File: src/rtl/alu181_pkg.sv
// Shared types, named function selects and the bit-level 74181 equations
// used by the slice and by the pipeline's overflow logic.
package alu181_pkg;

    typedef logic [3:0] sel_t;

    typedef enum logic {
        MODE_ARITH = 1'b0,
        MODE_LOGIC = 1'b1
    } mode_t;

    // Arithmetic selects (m = 0)
    localparam sel_t S_PASS   = 4'd0;
    localparam sel_t S_SUB    = 4'd6;
    localparam sel_t S_ADD    = 4'd9;
    localparam sel_t S_DOUBLE = 4'd12;
    localparam sel_t S_DEC    = 4'd15;

    // Logic selects (m = 1)
    localparam sel_t S_NOT_A  = 4'd0;
    localparam sel_t S_ZERO   = 4'd3;
    localparam sel_t S_XOR    = 4'd6;
    localparam sel_t S_XNOR   = 4'd9;
    localparam sel_t S_B      = 4'd10;
    localparam sel_t S_AND    = 4'd11;
    localparam sel_t S_ONES   = 4'd12;
    localparam sel_t S_OR     = 4'd14;
    localparam sel_t S_A      = 4'd15;

    // Arithmetic result is term_p + term_g + carry, bit by bit.
    function automatic logic term_p(input sel_t s, input logic a, input logic b);
        return a | (b & s[0]) | (~b & s[1]);
    endfunction

    function automatic logic term_g(input sel_t s, input logic a, input logic b);
        return (a & b & s[3]) | (a & ~b & s[2]);
    endfunction

    function automatic logic [3:0] logic_op(input sel_t s, input logic [3:0] a,
                                            input logic [3:0] b);
        logic [3:0] r;
        r = '0;
        case (s)
            4'd0:    r = ~a;
            4'd1:    r = ~(a | b);
            4'd2:    r = ~a & b;
            4'd3:    r = 4'h0;
            4'd4:    r = ~(a & b);
            4'd5:    r = ~b;
            4'd6:    r = a ^ b;
            4'd7:    r = a & ~b;
            4'd8:    r = ~a | b;
            4'd9:    r = ~(a ^ b);
            4'd10:   r = b;
            4'd11:   r = a & b;
            4'd12:   r = 4'hF;
            4'd13:   r = a | ~b;
            4'd14:   r = a | b;
            default: r = a;
        endcase
        return r;
    endfunction

endpackage

File: src/rtl/alu181_slice.sv
// Combinational 4-bit 74181 slice: logic result plus the arithmetic sum of
// its two slice terms and the ripple carry.
module alu181_slice
    import alu181_pkg::*;
(
    input  logic [3:0] s,
    input  logic [3:0] a,
    input  logic [3:0] b,
    input  logic       ci,
    output logic [3:0] logic_f,
    output logic [3:0] sum,
    output logic       co
);

    logic [3:0] p;
    logic [3:0] g;

    always_comb begin
        p = '0;
        g = '0;
        for (int i = 0; i < 4; i++) begin
            p[i] = term_p(s, a[i], b[i]);
            g[i] = term_g(s, a[i], b[i]);
        end
    end

    assign {co, sum} = {1'b0, p} + {1'b0, g} + {4'b0000, ci};
    assign logic_f   = logic_op(s, a, b);

endmodule

File: src/rtl/alu181_pipe.sv
// Two-stage valid/ready 74181-style ALU over WIDTH bits with registered
// result/flags and a stored carry for multi-word arithmetic chains.
module alu181_pipe
    import alu181_pkg::*;
#(
    parameter int WIDTH = 8
) (
    input  logic             clk,
    input  logic             rst_n,
    input  logic             in_valid,
    output logic             in_ready,
    input  logic [WIDTH-1:0] a,
    input  logic [WIDTH-1:0] b,
    input  logic [3:0]       s,
    input  logic             m,
    input  logic             cin,
    input  logic             cin_sel,
    output logic             out_valid,
    input  logic             out_ready,
    output logic [WIDTH-1:0] f,
    output logic             cout,
    output logic             eq,
    output logic             zero,
    output logic             ovf
);

    localparam int NSLICE = WIDTH / 4;

    if ((WIDTH < 4) || (WIDTH % 4 != 0)) begin : g_width_check
        $error("alu181_pipe: WIDTH must be a multiple of 4 and at least 4");
    end

    // Handshake: a transfer happens on a rising edge where valid && ready.
    // Stage 2 moves when it is empty or being drained; stage 1 may accept
    // when it is empty or moving into stage 2 (no skid buffer).
    logic             advance;
    logic             s1_valid;
    logic [WIDTH-1:0] s1_a;
    logic [WIDTH-1:0] s1_b;
    sel_t             s1_s;
    mode_t            s1_m;
    logic             s1_cin;
    logic             s1_cin_sel;
    logic             carry_q;

    assign advance  = !out_valid || out_ready;
    assign in_ready = !s1_valid || advance;

    logic [NSLICE:0]  chain;
    logic [WIDTH-1:0] logic_res;
    logic [WIDTH-1:0] arith_res;

    // Carry source is resolved at the S1->S2 move so a chained op sees the
    // carry of the arithmetic op directly ahead of it.
    assign chain[0] = s1_cin_sel ? carry_q : s1_cin;

    for (genvar i = 0; i < NSLICE; i++) begin : g_slice
        alu181_slice u_slice (
            .s       (s1_s),
            .a       (s1_a[4*i +: 4]),
            .b       (s1_b[4*i +: 4]),
            .ci      (chain[i]),
            .logic_f (logic_res[4*i +: 4]),
            .sum     (arith_res[4*i +: 4]),
            .co      (chain[i+1])
        );
    end

    logic             is_logic;
    logic             msb_carry;
    logic [WIDTH-1:0] f_next;
    logic             cout_next;
    logic             ovf_next;

    always_comb begin
        is_logic  = (s1_m == MODE_LOGIC);
        msb_carry = arith_res[WIDTH-1]
                  ^ term_p(s1_s, s1_a[WIDTH-1], s1_b[WIDTH-1])
                  ^ term_g(s1_s, s1_a[WIDTH-1], s1_b[WIDTH-1]);
        f_next    = is_logic ? logic_res : arith_res;
        cout_next = !is_logic && chain[NSLICE];
        ovf_next  = !is_logic && (msb_carry ^ chain[NSLICE]);
    end

    always_ff @(posedge clk or negedge rst_n) begin
        if (!rst_n) begin
            s1_valid   <= 1'b0;
            s1_a       <= '0;
            s1_b       <= '0;
            s1_s       <= '0;
            s1_m       <= MODE_ARITH;
            s1_cin     <= 1'b0;
            s1_cin_sel <= 1'b0;
        end else if (in_ready) begin
            s1_valid <= in_valid;
            if (in_valid) begin
                s1_a       <= a;
                s1_b       <= b;
                s1_s       <= s;
                s1_m       <= mode_t'(m);
                s1_cin     <= cin;
                s1_cin_sel <= cin_sel;
            end
        end
    end

    always_ff @(posedge clk or negedge rst_n) begin
        if (!rst_n) begin
            out_valid <= 1'b0;
            f         <= '0;
            cout      <= 1'b0;
            eq        <= 1'b0;
            zero      <= 1'b0;
            ovf       <= 1'b0;
            carry_q   <= 1'b0;
        end else if (advance) begin
            out_valid <= s1_valid;
            if (s1_valid) begin
                f    <= f_next;
                cout <= cout_next;
                eq   <= &f_next;
                zero <= ~|f_next;
                ovf  <= ovf_next;
                if (!is_logic) begin
                    carry_q <= cout_next;
                end
            end
        end
    end

endmodule
File: config.mk
export PLATFORM = sky130hd
export DESIGN_NAME = alu181_pipe
export DESIGN_NICKNAME = d
export VERILOG_FILES = /design/src/rtl/alu181_pkg.sv /design/src/rtl/alu181_slice.sv /design/src/rtl/alu181_pipe.sv
export SDC_FILE = /design/constraint.sdc
export NUM_CORES = 1
export LEC_CHECK = 0
export CORE_ASPECT_RATIO = 1.2
export CORE_MARGIN = 1.5
export CORE_UTILIZATION = 52
export DETAILED_ROUTE_END_ITERATION = 7
export PLACE_DENSITY = 0.84
export SYNTH_ARGS = -nofsm -noshare
export SYNTH_HDL_FRONTEND = slang
export SYNTH_SLANG_ARGS = --single-unit
File: constraint.sdc
create_clock -name clk -period 4.22 [get_ports clk]
set_input_delay 0.422 -clock clk [delete_from_list [all_inputs] [get_ports clk]]
set_output_delay 0.422 -clock clk [all_outputs]
set_load 0.02 [all_outputs]
# ---- After elaboration in Yosys (flattened, before gate mapping)
# Cells that the tools add are included.
# Widths: inputs -> output; s select.
dict set report op_classes {
  multipliers 0
  eq_ne 14
  shift 0
  bitwise_logic 108
  addsub 4
  n_div 0
  n_lt_le_gt_ge 0
  reduce_logical 14
  mux 4
}
# operator n
set op_table {}
lappend op_table {{$pmux 4 s15} 2}
lappend op_table {{$and 1x1->1} 48}
lappend op_table {{$not 4->4} 10}
lappend op_table {{$eq 4x4->1 const B} 7}
lappend op_table {{$and 4x4->4} 6}
lappend op_table {{$or 1x1->1} 24}
lappend op_table {{$or 4x4->4} 6}
lappend op_table {{$eq 4x3->1 const B} 4}
lappend op_table {{$add 4x4->5} 2}
lappend op_table {{$add 5x1->5} 2}
lappend op_table {{$not 1->1} 9}
lappend op_table {{$eq 4x2->1 const B} 2}
lappend op_table {{$mux 8} 1}
lappend op_table {{$reduce_and 8->1} 1}
lappend op_table {{$reduce_or 8->1} 1}
lappend op_table {{$xor 4x4->4} 2}
lappend op_table {{$eq 4x1->1 const B} 1}
lappend op_table {{$logic_not 1->1} 4}
lappend op_table {{$logic_not 4->1} 1}
lappend op_table {{$reduce_and 2->1} 2}
lappend op_table {{$reduce_and 3->1} 1}
lappend op_table {{$xor 1x1->1} 3}
lappend op_table {{$logic_and 1x1->1} 2}
lappend op_table {{$logic_or 1x1->1} 2}
lappend op_table {{$mux 1} 1}
dict set report word_totals {
  ramBits 0
  register_bits 38
  latch_bits 0
  rom_bits 0
  elab_cells 158
  memories 0
}

# ---- Depth between registers and ports, before layout
# Gate-level depths: netlist of run 1.
dict set report depth {
  depth_word 11
  depth_mapped 16
}

# ---- Cells and area by module
# Synthesis of run 1 repeated with hierarchy kept, for this count alone.
dict set report unflattened {
  cells_unflattened 433
  area_unflattened_um2 3821.2
}
# module n_inst seq_area_each_um2 cells_each area_each_um2
set by_module_without_submodules {}
lappend by_module_without_submodules {alu181_pipe 1 950.9 128 1645.3}
lappend by_module_without_submodules {{alu181_slice at g_slice[0].u_slice} 1 0.0 149 1092.3}
lappend by_module_without_submodules {{alu181_slice at g_slice[1].u_slice} 1 0.0 156 1083.5}

# ---- Worst setup path before layout of run 1
# Ideal clock, no wire load.
dict set report synth_path {
  path_kind {register -> register}
  start {reg s1_s[2]}
  end {reg ovf}
  period_less_slack_ns 4.175
  t_arrival_ns 4.079
  path_stages_with_launch 17
  path_slack_ns 0.045
  cell_sequence {dfrtp_1 buf_4 buf_4 buf_6 buf_2 a22o_1 fa_1 fa_1 a21o_1 a21o_1 fa_1 fa_1 a21o_1 a21oi_1 xnor2_1 xor2_1 o31ai_1}
}
dict set report synth_between {
  elab_chain_len 9
  word_cells_on_any_way 24
}
# element line_no
set synth_rtl {}
lappend synth_rtl {{start, declared} alu181_pipe.sv:40} ;# sel_t s1_s;
lappend synth_rtl {{start signal, assigned} alu181_pipe.sv:99} ;# s1_s <= s;
lappend synth_rtl {{$and 1x1->1} alu181_pkg.sv:36} ;# return (a & b & s[3]) | (a & ~b & s[2]);
lappend synth_rtl {{$or 1x1->1} alu181_pkg.sv:36}
lappend synth_rtl {{$add 4x4->5} alu181_slice.sv:27} ;# assign {co, sum} = {1'b0, p} + {1'b0, g} + {4'b0000, ci};
lappend synth_rtl {{$add 5x1->5 (2 in series)} alu181_slice.sv:27}
lappend synth_rtl {{$xor 1x1->1} alu181_pipe.sv:78} ;# ^ term_p(s1_s, s1_a[WIDTH-1], s1_b[WIDTH-1])
lappend synth_rtl {{$xor 1x1->1} alu181_pipe.sv:79} ;# ^ term_g(s1_s, s1_a[WIDTH-1], s1_b[WIDTH-1]);
lappend synth_rtl {{$xor 1x1->1 (*)} alu181_pipe.sv:82} ;# ovf_next = !is_logic && (msb_carry ^ chain[NSLICE]);
lappend synth_rtl {{$logic_and 1x1->1 (*)} alu181_pipe.sv:82}
lappend synth_rtl {{end signal, assigned} alu181_pipe.sv:123} ;# ovf <= ovf_next;
lappend synth_rtl {{end, declared} alu181_pipe.sv:24} ;# output logic ovf
# Mark *: on every way between the ends. The rest lies on a longest branch, timed or not.
# A chain may end at the register's enable or synchronous reset.

# ---- Final worst setup path of run 1
dict set report layout_path {
  start {reg s1_b[0]}
  end {reg eq}
}
dict set report layout_between {
  elab_chain_len 9
  word_cells_on_any_way 27
}
# element line_no
set layout_rtl {}
lappend layout_rtl {{start, declared} alu181_pipe.sv:39} ;# logic [WIDTH-1:0] s1_b;
lappend layout_rtl {{start signal, assigned} alu181_pipe.sv:89} ;# s1_b <= '0;
lappend layout_rtl {{start signal, assigned} alu181_pipe.sv:98} ;# s1_b <= b;
lappend layout_rtl {{$not 1->1} {alu181_pkg.sv:32, alu181_pkg.sv:36}}
lappend layout_rtl {{$and 1x1->1 (2 in series)} alu181_pkg.sv:36}
lappend layout_rtl {{$or 1x1->1} alu181_pkg.sv:36}
lappend layout_rtl {{$add 4x4->5} alu181_slice.sv:27}
lappend layout_rtl {{$add 5x1->5 (2 in series)} alu181_slice.sv:27}
lappend layout_rtl {{$mux 8 (*)} alu181_pipe.sv:80} ;# f_next = is_logic ? logic_res : arith_res;
lappend layout_rtl {{$reduce_and 8->1 (*)} alu181_pipe.sv:121} ;# eq <= &f_next;
lappend layout_rtl {{end signal, assigned} alu181_pipe.sv:121}
lappend layout_rtl {{end, declared} alu181_pipe.sv:22} ;# output logic eq,
# Marked as above.

==> key figures, run 1 <==
STA
  – Max Slew Vio Count: 0
  – RSZ-0062 raised after global routing: false
  – Fin crit share: 95.8%
  – Worst-Margin Slew: about 1 ns
  – Fmax: 247 MHz
  – Final setup fails: 0
  – Setup TNS Final: 0 ns
  – Slew margin rel.: 31.3%
  – Min Hold Slack: between 0.2 and 0.25 ns
  – Final hold vios: 0
  – Final worst path period need: about 4.0 ns
  – Clk_skew: between 0.006 and 0.007 ns

Setup path
  – Crit-path most repeated cell: fa_2
  – Critical Path RT: roughly 4.4 ns
  – Register-to-register setup slack: 0.18 ns
  – Critical path class: reg2reg
  – Critical path buffer and inverter count: 1
  – CP delay by family, top: adder cells
  – Critical path fanouts, max: 7
  – Crit path launch type: flop
  – CP max stage delay: between 0.4 and 0.5 ns
  – Setup crit end kind: flop
  – Worst path slowest cell: fa_1
  – Crit-path cells: inv_1 > ha_1 > a22o_1 > fa_2 > fa_2 > a21o_1 > a21o_1 > fa_2 > fa_1 > xor2_1 > o22ai_1 > a31oi_2 > nand4_1 > o31ai_2
  – WP data arrival: about 4.2 ns

Global routing
  – Largest net degree at the start of global routing: 45
  – Global route overflow: 0
  – GR Util All Layers: 26.4%
  – Number of antenna violations at the first check in global routing: 0
  – First-pass GRT wire length: about 16 mm
  – Vias in the first global route: approximately 3300

Layout
  – Final Cell Area: ~4300 µm²
  – P&R area growth vs syn: 12.9%
  – Most frequent cells in the layout: clkdlybuf4s50_1 (39), ha_1 (38), dfrtp_1 (36)
  – Reg area: ~950 µm²
  – Multi-input logic area: 2590 µm²
  – Final cell count without fillers: between 500 and 600
  – Ant. Diodes: 0
  – Filler Cells Inserted: about 600
  – Nets: 488
  – Most common cell after layout, fill and taps aside: clkdlybuf4s50_1
  – Ratio of cells with drive above 1 in the final layout: 17.2%

Yosys
  – Main synth FF type: dfrtp_1
  – Yosys top cell area share: 24.9%
  – Top cells by area, synth: dfrtp_1 (25%), ha_1 (12%), mux2_2 (10%)
  – Synth area leader: dfrtp_1
  – Synth async-reset ratio: 100%
  – Synth Area per Inst: 9.70 µm²
  – Yosys reg bits: 38
  – Synth Instances: between 300 and 400
  – Mapped Area: roughly 3800 µm²
  – Syn. warnings: 0
  – Count of cell types in the netlist: roughly 80
  – Part of the Yosys area used for sequential elements: between 20 and 25%
  – Number of synthesized flops with an enable pin: 0
  – Synth Net Count: about 460

Pwr
  – Clock Power Share: 16.2%
  – Static Leak: between 0.0015 and 0.002 µW
  – Internal power: approximately 1100 µW
  – Seq pwr share: about 27%
  – Design Power: around 2000 µW
  – Switching share of power: a little over two fifths
  – Pwr per Cell Area: between 400 and 500 nW/µm²
  – Comb power frac: a little under three fifths
  – Max VDD drop: 0.345 mV
  – P_sw: about 830 µW

Route
  – Pre-antenna DRT Iters: 5
  – Drt drc: 0
  – Vias after detailed routing: 3427
  – Final wirelength: between 9 and 10 mm
  – DRT met1 WL: between 3 and 4 mm
  – DRT iter0 DRCs: between 500 and 600
  – Total length of routed met3 wires: around 620 µm
  – ANT nets after route: 0
  – Average wire per standard cell: 19.2 µm
  – Vias per cell: a little under 7
  – Wire length on met2: roughly 4.9 mm
  – Max layer used: met4

Clocking
  – Worst-skew pair later-pin latency: 0.29 ns
  – CTS Root Cell: clkbuf_8
  – CTS sink count: 38
  – CTS Buf Count: 5
  – CTS tree: yes
  – Maximum buffer depth of the clock tree: 2
  – Worst-path clk slew: ~0.08 ns
  – H-tree depth: 2

Die
  – Initial core utilization: 53.1%
  – Core area: around 7200 µm²
  – I/O pin count: 41
  – Die height: between 90 and 100 µm
  – Die Width: about 80 µm
  – Row cnt: 34
  – Die footprint: 7870 µm²

Outcome
  – Outcome: finished, final reports clean

Flow run
  – Max-capacitance violation count: 0

Placed design
  – PortBufs: 40
  – Post-DP Area: between 4000 and 5000 µm²
  – Post-Place Cells: 502
  – RePlAce Congestion: between 0.9 and 1
  – Hpwl dp: 7.12 mm

Worst hold path
  – HP Class: in2async
[sequential cells by signal, indices dropped and copies added, names as in the netlist]
register,count
out_valid,1
eq,1
ovf,1
f,8
zero,1
s1_cin_sel,1
cout,1
s1_cin,1
s1_valid,1
s1_a,8
is_logic,1
s1_b,8
s1_s,4
carry_q,1
[path summary, 6_finish.rpt]
check                                    start                   to  depth (start not counted)
setup / recovery           s1_b[0]$_DFFE_PN0P_       eq$_DFFE_PN0P_                         14
hold / removal                           rst_n  s1_a[7]$_DFFE_PN0P_                          1
setup reg to reg           s1_b[0]$_DFFE_PN0P_       eq$_DFFE_PN0P_                         14
hold reg to reg               cout$_DFFE_PN0P_     cout$_DFFE_PN0P_                          1
max in group asynchronous                rst_n  s1_s[3]$_DFFE_PN0P_                          1
min in group clk              cout$_DFFE_PN0P_     cout$_DFFE_PN0P_                          1
[per-stage QoR]
| stage | setup WS, ns | utilization [%] |
|---|---|---|
| floorplan | 0.0452 | - |
| global placement | 0.186 | 58.3 |
| detailed placement | 0.0474 | 58.3 |
| CTS | 0.0185 | 59.9 |
| global route | 0.0295 | 60.0 |
| finish | 0.179 | 60.0 |
[cell families after synthesis]
group / Yosys count / synth area share [%]
mux: 36 / 10.5
buf+inv: 52 / 7.47
simple gates: 99 / 15.4
fa+ha+maj: 42 / 14.5
flops: 38 / 24.9
xor+xnor: 7 / 1.61
compound gates: 120 / 25.5
[power groups by stage]
stage          Sequential [µW]  Combinational, µW  Clock, µW
2_1_floorplan              577                747          0
3_3_place_gp               539               1060          0
3_5_place_dp               545               1090          0
4_1_cts                    538               1100        323
5_1_grt                    552               1210        344
6_report                   540               1120        320
[what timing repair did]
action | CTS | global route
endpoints found under the setup margin | 2 | 4
hold buffers | 0 | 0
pin swaps | 0 | 1
buffers inserted | 0 | 0
resized for setup | 1 | 3
[cell type report]
class                      instances  area share [%]
clock inverter                     1           0.696
multi-input combinational        304            60.1
tap                               90            2.61
timing repair buffer              49            10.7
inverter                          21            1.83
sequential                        38            22.1
clock buffer                       6            1.92
[synthesized netlist by cell type (4+ instances only)]
library cell and number:
buf_2 9, a21o_1 8, buf_6 6, xor2_1 5, nor2b_1 13, nand3_1 6, nand2b_1 12, dfrtp_1 38
o22ai_1 6, a311oi_1 4, mux2_2 34, nand2_1 19, a22o_1 9, or3_1 4, o32ai_1 5, buf_1 4
o21ai_0 6, o31ai_1 8, o211ai_1 9, a31oi_1 5, ha_1 38, a211oi_1 5, nand4b_1 4, buf_4 9
a21oi_1 11, nor3_1 4, fa_1 4, nand3b_1 4, inv_1 19, nor2_1 11
[per-layer routing]
metal	GRT usage, %	vias to the layer above
met5	0	-
met4	10.2	0
met2	41.2	164
li1	-	1547
met3	3.30	28
met1	36.5	1688
Power figures use the tool's default switching activity.
==> inputs of run 2 (changes only) <==
- CTS_CLUSTER_SIZE: unset -> 12
==> results of run 2 <==
Same layout as run 1: the final DEF is identical, and so are final timing and power.
==> inputs of run 3 (changes only) <==
- RECOVER_POWER: unset -> 50
==> key figures, run 3 (same netlist as run 1, synthesis figures left out) <==
Outcome
  – Outcome: finished, violations left
  – Failing checks: max-capacitance violations, max-slew violations

Setup path
  – Critical Path RT: 4.42 ns (about the same)
  – Worst path slowest cell: fa_1
  – CP max stage delay: 0.47 ns (about the same)
  – Crit-path cells: inv_1 > ha_1 > a22o_1 > fa_2 > fa_2 > a21o_1 > a21o_1 > fa_2 > fa_1 > xor2_1 > o22ai_1 > a31oi_2 > nand4_1 > o31ai_2
  – Crit path launch type: flop
  – Critical path fanouts, max: 7 (unchanged)
  – Register-to-register setup slack: 0.18 ns (about the same)
  – Reg2reg start: s1_b[0]$_DFFE_PN0P_
  – Worst r2r dst: eq$_DFFE_PN0P_
  – Critical path buffer and inverter count: 1 (unchanged)
  – Critical path class: reg2reg
  – Setup crit end kind: flop
  – Worst R2R Path Depth: 14 (unchanged)
  – CP delay by family, top: adder cells
  – Crit-path most repeated cell: fa_2
  – WP data arrival: 4.24 ns (about the same)

Layout
  – Ratio of cells with drive above 1 in the final layout: 16.9% (-0.24 points)
  – Filler Cells Inserted: 605 (unchanged)
  – Final cell count without fillers: 509 (unchanged)
  – Reg area: 953 µm² (unchanged)
  – Top Registers: f: 8 flops, s1_a: 8 flops, s1_b: 8 flops
  – Final Cell Area: 4310 µm² (about the same)
  – Most frequent cells in the layout: ha_1 (38), dfrtp_1 (36), mux2_2 (34)
  – Ant. Diodes: 0 (unchanged)
  – Most common cell after layout, fill and taps aside: ha_1
  – P&R area growth vs syn: 12.8% (about the same)
  – Nets: 488 (unchanged)
  – Multi-input logic area: 2590 µm² (unchanged)

Clocking
  – Hold_buf cts: 0 (unchanged)
  – Post-CTS setup buffer count: 0 (unchanged)
  – Worst-path clk slew: 0.08 ns (about the same)
  – H-tree depth: 2 (unchanged)
  – CTS sink count: 38 (unchanged)
  – Worst-skew pair later-pin latency: 0.29 ns (about the same)
  – CTS Buf Count: 5 (unchanged)
  – CTS tree: yes
  – Maximum buffer depth of the clock tree: 2 (unchanged)
  – CTS Root Cell: clkbuf_8

Worst hold path
  – Hold endpoint: cout$_DFFE_PN0P_
  – HP Class: reg2reg
  – Worst hold start: cout$_DFFE_PN0P_
  – Min-Delay Path Depth: 1

Pwr
  – Max VDD drop: 0.336 mV (-2.4%)
  – Pwr per Cell Area: 456 nW/µm² (-0.59%)
  – Static Leak: 0.00177 µW (-0.20%)

STA
  – Final setup fails: 0 (unchanged)
  – Clk_skew: 0.00592 ns (-0.000590 ns)
  – Fmax: 248 MHz (about the same)
  – RSZ-0062 raised after global routing: false
  – Max Slew Vio Count: 39 (+39)
  – Slew margin rel.: -34.9% (-66 points)
  – Worst-Margin Slew: 2.02 ns (+0.995 ns)
  – Setup TNS Final: 0 ns (unchanged)
  – Fin crit share: 95.7% (about the same)
  – Final worst path period need: 4.04 ns (-0.00329 ns)
  – Final hold vios: 0 (unchanged)

Die
  – Row cnt: 34 (unchanged)
  – Die height: 96.9 µm (unchanged)
  – I/O pin count: 41 (unchanged)
  – Die footprint: 7870 µm² (unchanged)
  – Die Width: 81.2 µm (unchanged)
  – Core area: 7190 µm² (unchanged)
  – Initial core utilization: 53.1% (unchanged)

Placed design
  – Hpwl dp: 7.12 mm (unchanged)
  – Post-Place Cells: 502 (unchanged)
  – PortBufs: 40 (unchanged)
  – Post-DP Area: 4190 µm² (unchanged)
  – RePlAce Congestion: 0.965 (unchanged)

Route
  – DRT iter0 DRCs: 519 (-0.57%)
  – Drt drc: 0 (unchanged)
  – Final wirelength: 9.73 mm (-0.35%)
  – Vias after detailed routing: 3399 (-0.82%)
  – Vias per cell: 6.68 (-0.82%)
  – Average wire per standard cell: 19.1 µm (-0.35%)
  – Pre-antenna DRT Iters: 5 (unchanged)
  – ANT nets after route: 0 (unchanged)

Global routing
  – First-pass GRT wire length: 16.3 mm (unchanged)
  – Largest net degree at the start of global routing: 45 (unchanged)
  – Vias in the first global route: 3255 (unchanged)
  – Global route overflow: 0 (unchanged)
  – GR Util All Layers: 26.4% (unchanged)
  – Number of antenna violations at the first check in global routing: 0 (unchanged)

Flow run
  – Max-capacitance violation count: 1 (+1)
[run 3: worst register-to-register path, stage by stage, from the launching register on]
cell and delay [ns]:
dfrtp_2 0.43, inv_1 0.09, ha_1 0.24, a22o_1 0.27
fa_2 0.42, fa_2 0.36, a21o_1 0.16, a21o_1 0.19
fa_2 0.37, fa_1 0.47, xor2_1 0.15, o22ai_1 0.12
a31oi_2 0.31, nand4_1 0.16, o31ai_2 0.23
[run 3: metal layers]
layer	share of wire, %	track usage (%)
met3	6.2	3.30
met1	41	36.5
met5	0	0
met2	50	41.2
met4	2.4	10.2
[run 3: worst max path at each step]
stage                   startpoint               to  slack, ns  cells past startpoint
6_report       s1_b[0]$_DFFE_PN0P_   eq$_DFFE_PN0P_       0.18                     14
5_1_grt        s1_b[0]$_DFFE_PN0P_   eq$_DFFE_PN0P_       0.03                     14
4_1_cts        s1_b[0]$_DFFE_PN0P_   eq$_DFFE_PN0P_       0.02                     14
3_5_place_dp   s1_b[0]$_DFFE_PN0P_   eq$_DFFE_PN0P_       0.05                     14
3_3_place_gp   s1_b[0]$_DFFE_PN0P_  ovf$_DFFE_PN0P_       0.19                     14
2_1_floorplan  s1_s[2]$_DFFE_PN0P_  ovf$_DFFE_PN0P_       0.05                     16
[run 3: area by class of cell]
cell class                 instances  area share, %
sequential                        38           22.1
tap                               90           2.61
clock buffer                       6           1.92
timing repair buffer              49           10.7
inverter                          21           1.83
multi-input combinational        304           60.1
clock inverter                     1          0.697
[run 3: power by group]
part           leakage [µW]  switching [µW]  internal, µW
Combinational       0.00127             606           500
Clock             0.0000573             131           189
Sequential         0.000445            90.2           449
[run 3: repair_timing]
action,4_1_cts,5_1_grt
hold endpoints to repair,0,0
pin swaps,0,1
resized for setup,1,3
endpoints found under the setup margin,2,4
[run 3: through the flow]
stage                     hold slack, ns  setup slack [ns]  utilization (%)  power [µW]
after global routing               0.523            0.0295             60.0        2090
after global placement             0.482             0.186             58.3        1600
after detailed placement           0.486            0.0474             58.3        1630
after floorplan                    0.126            0.0452                -        1320
after CTS                          0.281            0.0185             59.9        1960
final                              0.502             0.183             60.0        1960
